File: config.mk
export PLATFORM = sky130hd
export DESIGN_NAME = multi_debounce
export DESIGN_NICKNAME = d
export VERILOG_FILES = /design/src/rtl/multi_debounce.sv
export SDC_FILE = /design/constraint.sdc
export NUM_CORES = 1
export LEC_CHECK = 0
export ABC_AREA = 0
export BUFFER_PORTS_ARGS = -buffer_cell sky130_fd_sc_hd__buf_2
export CORE_MARGIN = 8
export CORE_UTILIZATION = 50
export DETAILED_ROUTE_END_ITERATION = 12
export HOLD_SLACK_MARGIN = 0.08
export PLACE_DENSITY = 0.76
export SLEW_MARGIN = 20
export SYNTH_ARGS = -nofsm -noshare
export SYNTH_HDL_FRONTEND = slang
export SYNTH_SLANG_ARGS = --single-unit
File: constraint.sdc
create_clock -name clk -period 8.05 [get_ports clk]
set_clock_uncertainty 0.2 [all_clocks]
set_input_delay 2.415 -clock clk [delete_from_list [all_inputs] [get_ports clk]]
set_output_delay 2.415 -clock clk [all_outputs]
set_load 0.005 [all_outputs]
File: src/rtl/multi_debounce.sv
// multi_debounce: multi-channel button debouncer with shared sample tick and auto-repeat
// Ports:
//    clk, reset          - clock, asynchronous active-high reset
//    button_in[N_CH]     - raw asynchronous button levels (inverted first when ACTIVE_LOW)
//    repeat_en[N_CH]     - per-channel auto-repeat enable
//    db_out[N_CH]        - debounced level, 1 = pressed
//    press_pulse[N_CH]   - one-cycle pulse on accepted press
//    release_pulse[N_CH] - one-cycle pulse on accepted release
//    repeat_pulse[N_CH]  - one-cycle pulse per auto-repeat event
//    tick                - one-cycle sample strobe
module multi_debounce #(
   parameter int N_CH         = 4,
   parameter int TICK_DIV     = 50000,
   parameter int STABLE_TICKS = 20,
   parameter int REPEAT_DELAY = 500,
   parameter int REPEAT_RATE  = 100,
   parameter int ACTIVE_LOW   = 0
) (
   input  logic            clk,
   input  logic            reset,
   input  logic [N_CH-1:0] button_in,
   input  logic [N_CH-1:0] repeat_en,
   output logic [N_CH-1:0] db_out,
   output logic [N_CH-1:0] press_pulse,
   output logic [N_CH-1:0] release_pulse,
   output logic [N_CH-1:0] repeat_pulse,
   output logic            tick
);
   localparam int PW   = $clog2(TICK_DIV);
   localparam int SW   = $clog2(STABLE_TICKS + 1);
   localparam int RMAX = (REPEAT_DELAY > REPEAT_RATE) ? REPEAT_DELAY : REPEAT_RATE;
   localparam int RW   = $clog2(RMAX + 1);
   localparam logic [1:0] RELEASED     = 2'b00;
   localparam logic [1:0] PRESS_WAIT   = 2'b01;
   localparam logic [1:0] PRESSED      = 2'b10;
   localparam logic [1:0] RELEASE_WAIT = 2'b11;

   logic [PW-1:0]   div_q, div_d;
   logic            tick_q, tick_d;
   logic [N_CH-1:0] s1_q, s1_d, s2_q;

   always_comb begin
      div_d  = (div_q == PW'(TICK_DIV - 1)) ? '0 : div_q + PW'(1);
      tick_d = div_q == PW'(TICK_DIV - 1);
      s1_d   = (ACTIVE_LOW != 0) ? ~button_in : button_in;
   end

   always_ff @(posedge clk or posedge reset) begin
      if (reset) begin
         div_q  <= '0;
         tick_q <= 1'b0;
         s1_q   <= '0;
         s2_q   <= '0;
      end else begin
         div_q  <= div_d;
         tick_q <= tick_d;
         s1_q   <= s1_d;
         s2_q   <= s1_q;
      end
   end

   assign tick = tick_q;

   for (genvar c = 0; c < N_CH; c++) begin : g_ch
      logic [1:0]    st_q, st_d;
      logic [SW-1:0] cnt_q, cnt_d, cnt_nx;
      logic [RW-1:0] rc_q, rc_d, lim;
      logic          ph_q, ph_d, db_q, db_d, pp_q, pp_d, rl_q, rl_d, rp_q, rp_d;
      logic          held, waiting, cand, done;

      always_comb begin
         held    = st_q == PRESSED || st_q == RELEASE_WAIT;
         waiting = st_q == PRESS_WAIT || st_q == RELEASE_WAIT;
         // a sample disagreeing with the accepted level is a candidate for a change
         cand    = s2_q[c] != held;
         cnt_nx  = waiting ? cnt_q + SW'(1) : SW'(1);
         done    = cand && cnt_nx == SW'(STABLE_TICKS);
         st_d    = st_q;
         cnt_d   = cnt_q;
         if (tick_q) begin
            st_d  = !cand ? (held ? PRESSED : RELEASED)
                  : done  ? (held ? RELEASED : PRESSED)
                  :         (held ? RELEASE_WAIT : PRESS_WAIT);
            cnt_d = (cand && !done) ? cnt_nx : '0;
         end
         pp_d = tick_q && done && !held;
         rl_d = tick_q && done && held;
         // ph_q selects the first-repeat delay (0) or the steady repeat rate (1)
         lim  = ph_q ? RW'(REPEAT_RATE) : RW'(REPEAT_DELAY);
         rc_d = rc_q;
         ph_d = ph_q;
         rp_d = 1'b0;
         if (!held || !repeat_en[c] || rl_d) begin
            rc_d = '0;
            ph_d = 1'b0;
         end else if (tick_q) begin
            rp_d = rc_q + RW'(1) == lim;
            rc_d = rp_d ? '0 : rc_q + RW'(1);
            ph_d = ph_q || rp_d;
         end
         db_d = st_d == PRESSED || st_d == RELEASE_WAIT;
      end

      always_ff @(posedge clk or posedge reset) begin
         if (reset) begin
            st_q  <= RELEASED;
            cnt_q <= '0;
            rc_q  <= '0;
            ph_q  <= 1'b0;
            db_q  <= 1'b0;
            pp_q  <= 1'b0;
            rl_q  <= 1'b0;
            rp_q  <= 1'b0;
         end else begin
            st_q  <= st_d;
            cnt_q <= cnt_d;
            rc_q  <= rc_d;
            ph_q  <= ph_d;
            db_q  <= db_d;
            pp_q  <= pp_d;
            rl_q  <= rl_d;
            rp_q  <= rp_d;
         end
      end

      assign db_out[c]        = db_q;
      assign press_pulse[c]   = pp_q;
      assign release_pulse[c] = rl_q;
      assign repeat_pulse[c]  = rp_q;
   end
endmodule

==> out/results.ini, run 1 <==
[yosys]
ys_ff_latch=109
synthCells=549
yosys_warnings=0
ys.flop_type=dfrtp_1
synth.yosys.seq_area_share_pct=48.5
async_flop_share_pct=100
synth_nets=568
synth_edf_count=0
synth_area_per_cell_sq_um=10.2
yosys.cell_types.count=75
syn_area_sq_mm=0.00562

[floorplan]
ioPinCount=27
rows=38
initial_core_util_pct=51.7
die_h_microns=122
dieWidth_microns=122
die_area_sq_mm=0.0149
core_area_sq_mm=0.0109

[cells_and_area]
diodes=0
post_layout_nonfiller_instances=702
n_fill_cell=947
layout_commonest_cell=dfrtp_1
layout_common_cells=dfrtp_1 (109), nand2_1 (46), nor2_1 (39)
fin_nets=576
fin_util_pct=54.8
drive_above_1_share_pct=13.3
area_delta_synth_final_pct=6.14

[place]
dp_cells=686
hpwlAfterDp_mm=7.17
numPortBuffers=26
gp_routability_congestion=0.805

[routing]
wirelength_mm=10.4
drc=0
drt.antenna.violating_nets=0
wl_per_cell_microns=14.8
drtPass1Iterations=4
vias=4090
avgViaCountPerCell=5.83
drt_iter0_markers=234

[sta]
timing.fmax_mhz=284
finalHoldViolCount=0
setup_viol=0
worst_pin_slew_ns=0.869
fin_tns_setup_ns=0
rsz0062_at_grt=no
drv_slew=0
fin_crit_ns=3.52
finalCritPeriodShare_pct=43.7
slew_headroom_pct=41.8

[clock_network]
tritoncts=done
cts_made_buffers=9
clk_latency_ns=0.36
cts_buffer_depth=2
cts_hold_buf=0
htree_levels=3
cts.repair.resized=0
post_cts_buffers=0
cts-root-buf=clkbuf_8
cts.sinks=109
clkTransAtPathRegs_ns=0.10

[setup_path]
endpoint_kind=async pin
crit_arrival_ns=3.69
cp.required_ns=8.23
crit_path_start_kind=input port
critPathMaxFanout=72
critPathKind=input port to async pin

[pwr]
power.density_mw_per_mm2=150
ir_worst_vdd_mv=0.102
leakagePower_nw=2.42

[job]
maxCapViolCount=0

[global_routing]
grt_pass1_vias=4152
grt_start_max_net_pins=73
grt_antenna_before_repair=0
overflow=0
track_usage_pct=14.4
grt_pass1_wl_mm=18.3

[status]
status=finished, final reports clean

[hold_path]
hold_class=register to register

[power by group]
part           internal [W]  switching (W)
clock network      0.000153       0.000179
logic            0.00000265      0.0000116
registers          0.000549     0.00000214
total              0.000705       0.000193
[final timing paths]
| path | startpoint | to | slack, ns | cells past startpoint |
|---|---|---|---|---|
| max | reset | g_ch[2].rc_q[3]$_DFFE_PP0P_ | 4.53 | 3 |
| min | s1_q[1]$_DFF_PP0_ | s2_q[1]$_DFF_PP0_ | 0.16 | 0 |
| max reg2reg | g_ch[2].cnt_q[0]$_DFFE_PP0P_ | g_ch[2].rc_q[0]$_DFFE_PP0P_ | 5.27 | 7 |
| min reg2reg | s1_q[1]$_DFF_PP0_ | s2_q[1]$_DFF_PP0_ | 0.16 | 0 |
| max in group clk | tick$_DFF_PP0_ | tick | 4.55 | 1 |
| min in group asynchronous | reset | s1_q[3]$_DFF_PP0_ | 1.86 | 2 |
[worst max-delay path, cell delays in order]
cell and delay, ns:
buf_2 0.11, inv_4 0.34, buf_4 0.75
[through the flow]
| step | hold slack, ns | power (W) | worst slack [ns] | instance area, sq um |
|---|---|---|---|---|
| floorplan | 0.131 | 0.000571 | 2.56 | 5620 |
| global placement | 0.133 | 0.000577 | 4.08 | 5770 |
| detailed placement | 0.135 | 0.000578 | 4.03 | 5770 |
| CTS | 0.160 | 0.000913 | 4.46 | 5970 |
| global route | 0.171 | 0.000935 | 4.30 | 5970 |
| finish | 0.156 | 0.000898 | 4.53 | 5970 |
[cell type report]
| cell class | instances | area, sq um | area share (%) |
|---|---|---|---|
| clock buffers | 11 | 141 | 2.37 |
| well taps | 140 | 175 | 2.93 |
| flip-flops and latches | 109 | 2730 | 45.7 |
| clock inverters | 5 | 58.8 | 0.985 |
| inverters | 17 | 66.3 | 1.11 |
| multi-input cells | 391 | 2650 | 44.4 |
| repair buffers | 29 | 153 | 2.56 |
[cell usage after synthesis, types with 5 or more instances]
| cell | count | area share (%) |
|---|---|---|
| a21oi_1 | 13 | 1.2 |
| a31oi_1 | 6 | 0.67 |
| and3_1 | 6 | 0.67 |
| buf_4 | 16 | 2.1 |
| clkbuf_1 | 11 | 0.73 |
| dfrtp_1 | 109 | 48 |
| ha_1 | 9 | 2.0 |
| inv_1 | 16 | 1.1 |
| mux2_2 | 8 | 1.6 |
| nand2_1 | 46 | 3.1 |
| nand2b_1 | 8 | 0.89 |
| nand3_1 | 34 | 3.0 |
| nand4_1 | 20 | 2.2 |
| nor2_1 | 39 | 2.6 |
| nor2b_1 | 6 | 0.67 |
| nor3_1 | 12 | 1.1 |
| nor3b_1 | 9 | 1.2 |
| nor4_1 | 5 | 0.56 |
| o211ai_1 | 6 | 0.80 |
| o21ai_0 | 21 | 1.9 |
| o2bb2ai_1 | 5 | 0.78 |
| o31ai_1 | 5 | 0.67 |
| o32ai_1 | 6 | 0.93 |
| or3_1 | 7 | 0.78 |
| xnor2_1 | 25 | 3.9 |
| xor2_1 | 24 | 3.7 |
[logic make-up after synthesis]
logic type / count (synthesis) / share of synthesized area, %
adders and majority gates: 9 / 2.00
DFF: 109 / 48.5
AOI/OAI and AO/OA: 102 / 13.9
and+or+nand+nor: 220 / 21.3
buffers and inverters: 49 / 4.43
muxes: 11 / 2.20
xor gates and xnor gates: 49 / 7.63
[layer usage]
layer	GRT usage, %	vias to the layer above	routed length (microns)
met5	0	-	0
met4	4.04	0	93
met3	2.96	11	352
met2	25.6	58	5280
met1	17.4	2030	4680
li1	-	1991	-
[flip-flops by register name, indices dropped and copies added, names as in the netlist]
register,flops
s2_q,4
g_ch.rl_q,4
g_ch.db_q,4
g_ch.ph_q,4
g_ch.pp_q,4
tick,1
g_ch.cnt_q,20
div_q,16
g_ch.rc_q,36
s1_q,4
g_ch.st_q,8
g_ch.rp_q,4
(Power assumes the default switching activity.)
==> run 2: changes to the inputs <==
--- a/config.mk
+++ b/config.mk
@@ -11,7 +11,7 @@
 export CORE_UTILIZATION = 50
 export DETAILED_ROUTE_END_ITERATION = 12
 export HOLD_SLACK_MARGIN = 0.08
-export PLACE_DENSITY = 0.76
+export PLACE_DENSITY = 0.79
 export SLEW_MARGIN = 20
 export SYNTH_ARGS = -nofsm -noshare
 export SYNTH_HDL_FRONTEND = slang
==> constraint.sdc (replaced) <==
create_clock -name clk -period 3.2 [get_ports clk]
set_clock_uncertainty 0.2 [all_clocks]
set_input_delay 0.96 -clock clk [delete_from_list [all_inputs] [get_ports clk]]
set_output_delay 0.96 -clock clk [all_outputs]
set_load 0.005 [all_outputs]
==> out/results.ini, run 2 (synthesized netlist as in run 1, its figures left out) <==
[status]
status=finished, final reports clean

[place]
hpwlAfterDp_mm=7.32
gp_routability_congestion=0.833
numPortBuffers=26
dpl-instance-area_sq_mm=0.00582

[floorplan]
rows=38
die_area_sq_mm=0.0149
dieWidth_microns=122
initial_core_util_pct=51.7
die_h_microns=122
core_area_sq_mm=0.0109
ioPinCount=27

[job]
maxCapViolCount=0

[routing]
vias=4101
drc=0
wl_per_cell_microns=14.8
drtPass1Iterations=4
wirelength_mm=10.4
avgViaCountPerCell=5.82
drt_iter0_markers=248
drt.antenna.violating_nets=0

[clock_network]
tritoncts=done
cts_made_buffers=9
cts-root-buf=clkbuf_8
cts_hold_buf=0
cts_buffer_depth=2
cts.repair.resized=0
cts.sinks=109
clkTransAtPathRegs_ns=0.09
htree_levels=3
post_cts_buffers=0
clk_latency_ns=0.38

[setup_path]
crit_top_cell=nor4b_1
cp_cell_sequence=ha_1 -> nor4b_1 -> nor4b_1 -> a41o_1 -> nor3_1 -> a31o_1
crit_arrival_ns=2.71
crit_path_start_kind=register
critPathMaxStageDelay_ns=0.54
crit_slowest_cell=nor4b_1
endpoint_kind=register
cp.required_ns=3.27
critPathKind=register to register
critPathMaxFanout=8

[cells_and_area]
largest_reg_flops=36
layout_common_cells=dfrtp_1 (109), nand2_1 (46), nor2_1 (39)
layout_commonest_cell=dfrtp_1
area_delta_synth_final_pct=6.67
largestRegisters=g_ch.rc_q x36, g_ch.cnt_q x20, div_q x16
fin_nets=581
largest-register=g_ch.rc_q
fin_area_sq_mm=0.00600
drive_above_1_share_pct=13.8
diodes=0

[global_routing]
grt_start_max_net_pins=57
grt_pass1_wl_mm=18.2
grt_antenna_before_repair=0
overflow=0
grt_pass1_vias=4051
track_usage_pct=14.9

[sta]
finalCritPeriodShare_pct=82.4
drv_slew=0
timing.fmax_mhz=379
fin_crit_ns=2.64
setup_viol=0
finalHoldViolCount=0
slew_headroom_pct=59.7
rsz0062_at_grt=no
worst_pin_slew_ns=0.596
fin_tns_setup_ns=0

[pwr]
p_total_w=0.00222
leakagePower_nw=2.44
power.density_mw_per_mm2=370
ir_worst_vdd_mv=0.259

[hold_path]
hold_class=register to register

==> run 2: changes by cell type in the layout (fill, tap and decap cells not counted) <==
cell	delta
inv_6	-1
buf_4	+4
inv_4	-1
clkbuf_8	-1
buf_12	+1
clkinv_4	+1
==> run 2: path summary, 6_finish.rpt <==
path | startpoint | end | slack (ns) | cells past startpoint
setup / recovery | g_ch[0].rc_q[0]$_DFFE_PP0P_ | g_ch[0].rc_q[1]$_DFFE_PP0P_ | 0.56 | 6
hold / removal | s1_q[2]$_DFF_PP0_ | s2_q[2]$_DFF_PP0_ | 0.16 | 0
setup reg to reg | g_ch[0].rc_q[0]$_DFFE_PP0P_ | g_ch[0].rc_q[1]$_DFFE_PP0P_ | 0.56 | 6
hold reg to reg | s1_q[2]$_DFF_PP0_ | s2_q[2]$_DFF_PP0_ | 0.16 | 0
max in group asynchronous | reset | g_ch[2].rc_q[7]$_DFFE_PP0P_ | 1.61 | 3
min in group asynchronous | reset | div_q[6]$_DFF_PP0_ | 0.43 | 2
==> run 2: worst max-delay path: cells and delay by family (launching register included) <==
kind / cells / cell delay [ns]
AOI/OAI and AO/OA: 2 / 0.49
adders and majority gates: 1 / 0.34
DFF: 1 / 0.46
and+or+nand+nor: 3 / 1.04
==> run 2: where the power goes <==
group,switching [W],internal (W)
clock network,0.000439,0.000354
registers,0.00000554,0.00138
logic,0.0000309,0.00000918
total,0.000475,0.00174
==> run 2: area by class of cell <==
type / count / area (sq um)
Inverter: 17 / 67.6
Timing Repair Buffer: 34 / 203
Fill cell: 947 / 4890
Multi-Input combinational cell: 391 / 2650
Clock inverter: 4 / 51.3
Sequential cell: 109 / 2730
Clock buffer: 10 / 128
Tap cell: 140 / 175
==> run 2: stage by stage <==
stage               hold slack (ns)  util (%)  cells  setup slack (ns)
floorplan                     0.131         -    549             0.725
detailed placement            0.136      53.5    691             0.600
CTS                           0.159      55.1    705             0.591
finish                        0.156      55.1    705             0.564
global route                  0.165      55.1    705             0.378
global placement              0.135      53.5    691             0.800
==> run 2: routing by layer <==
layer	wire length [microns]	GRT usage, %	up-vias	part of all wire, %
met4	181	6.25	0	1.7
li1	-	-	2003	-
met1	4720	17.8	2019	45
met3	474	4.91	16	4.6
met2	5030	24.3	63	48
met5	0	0	-	0
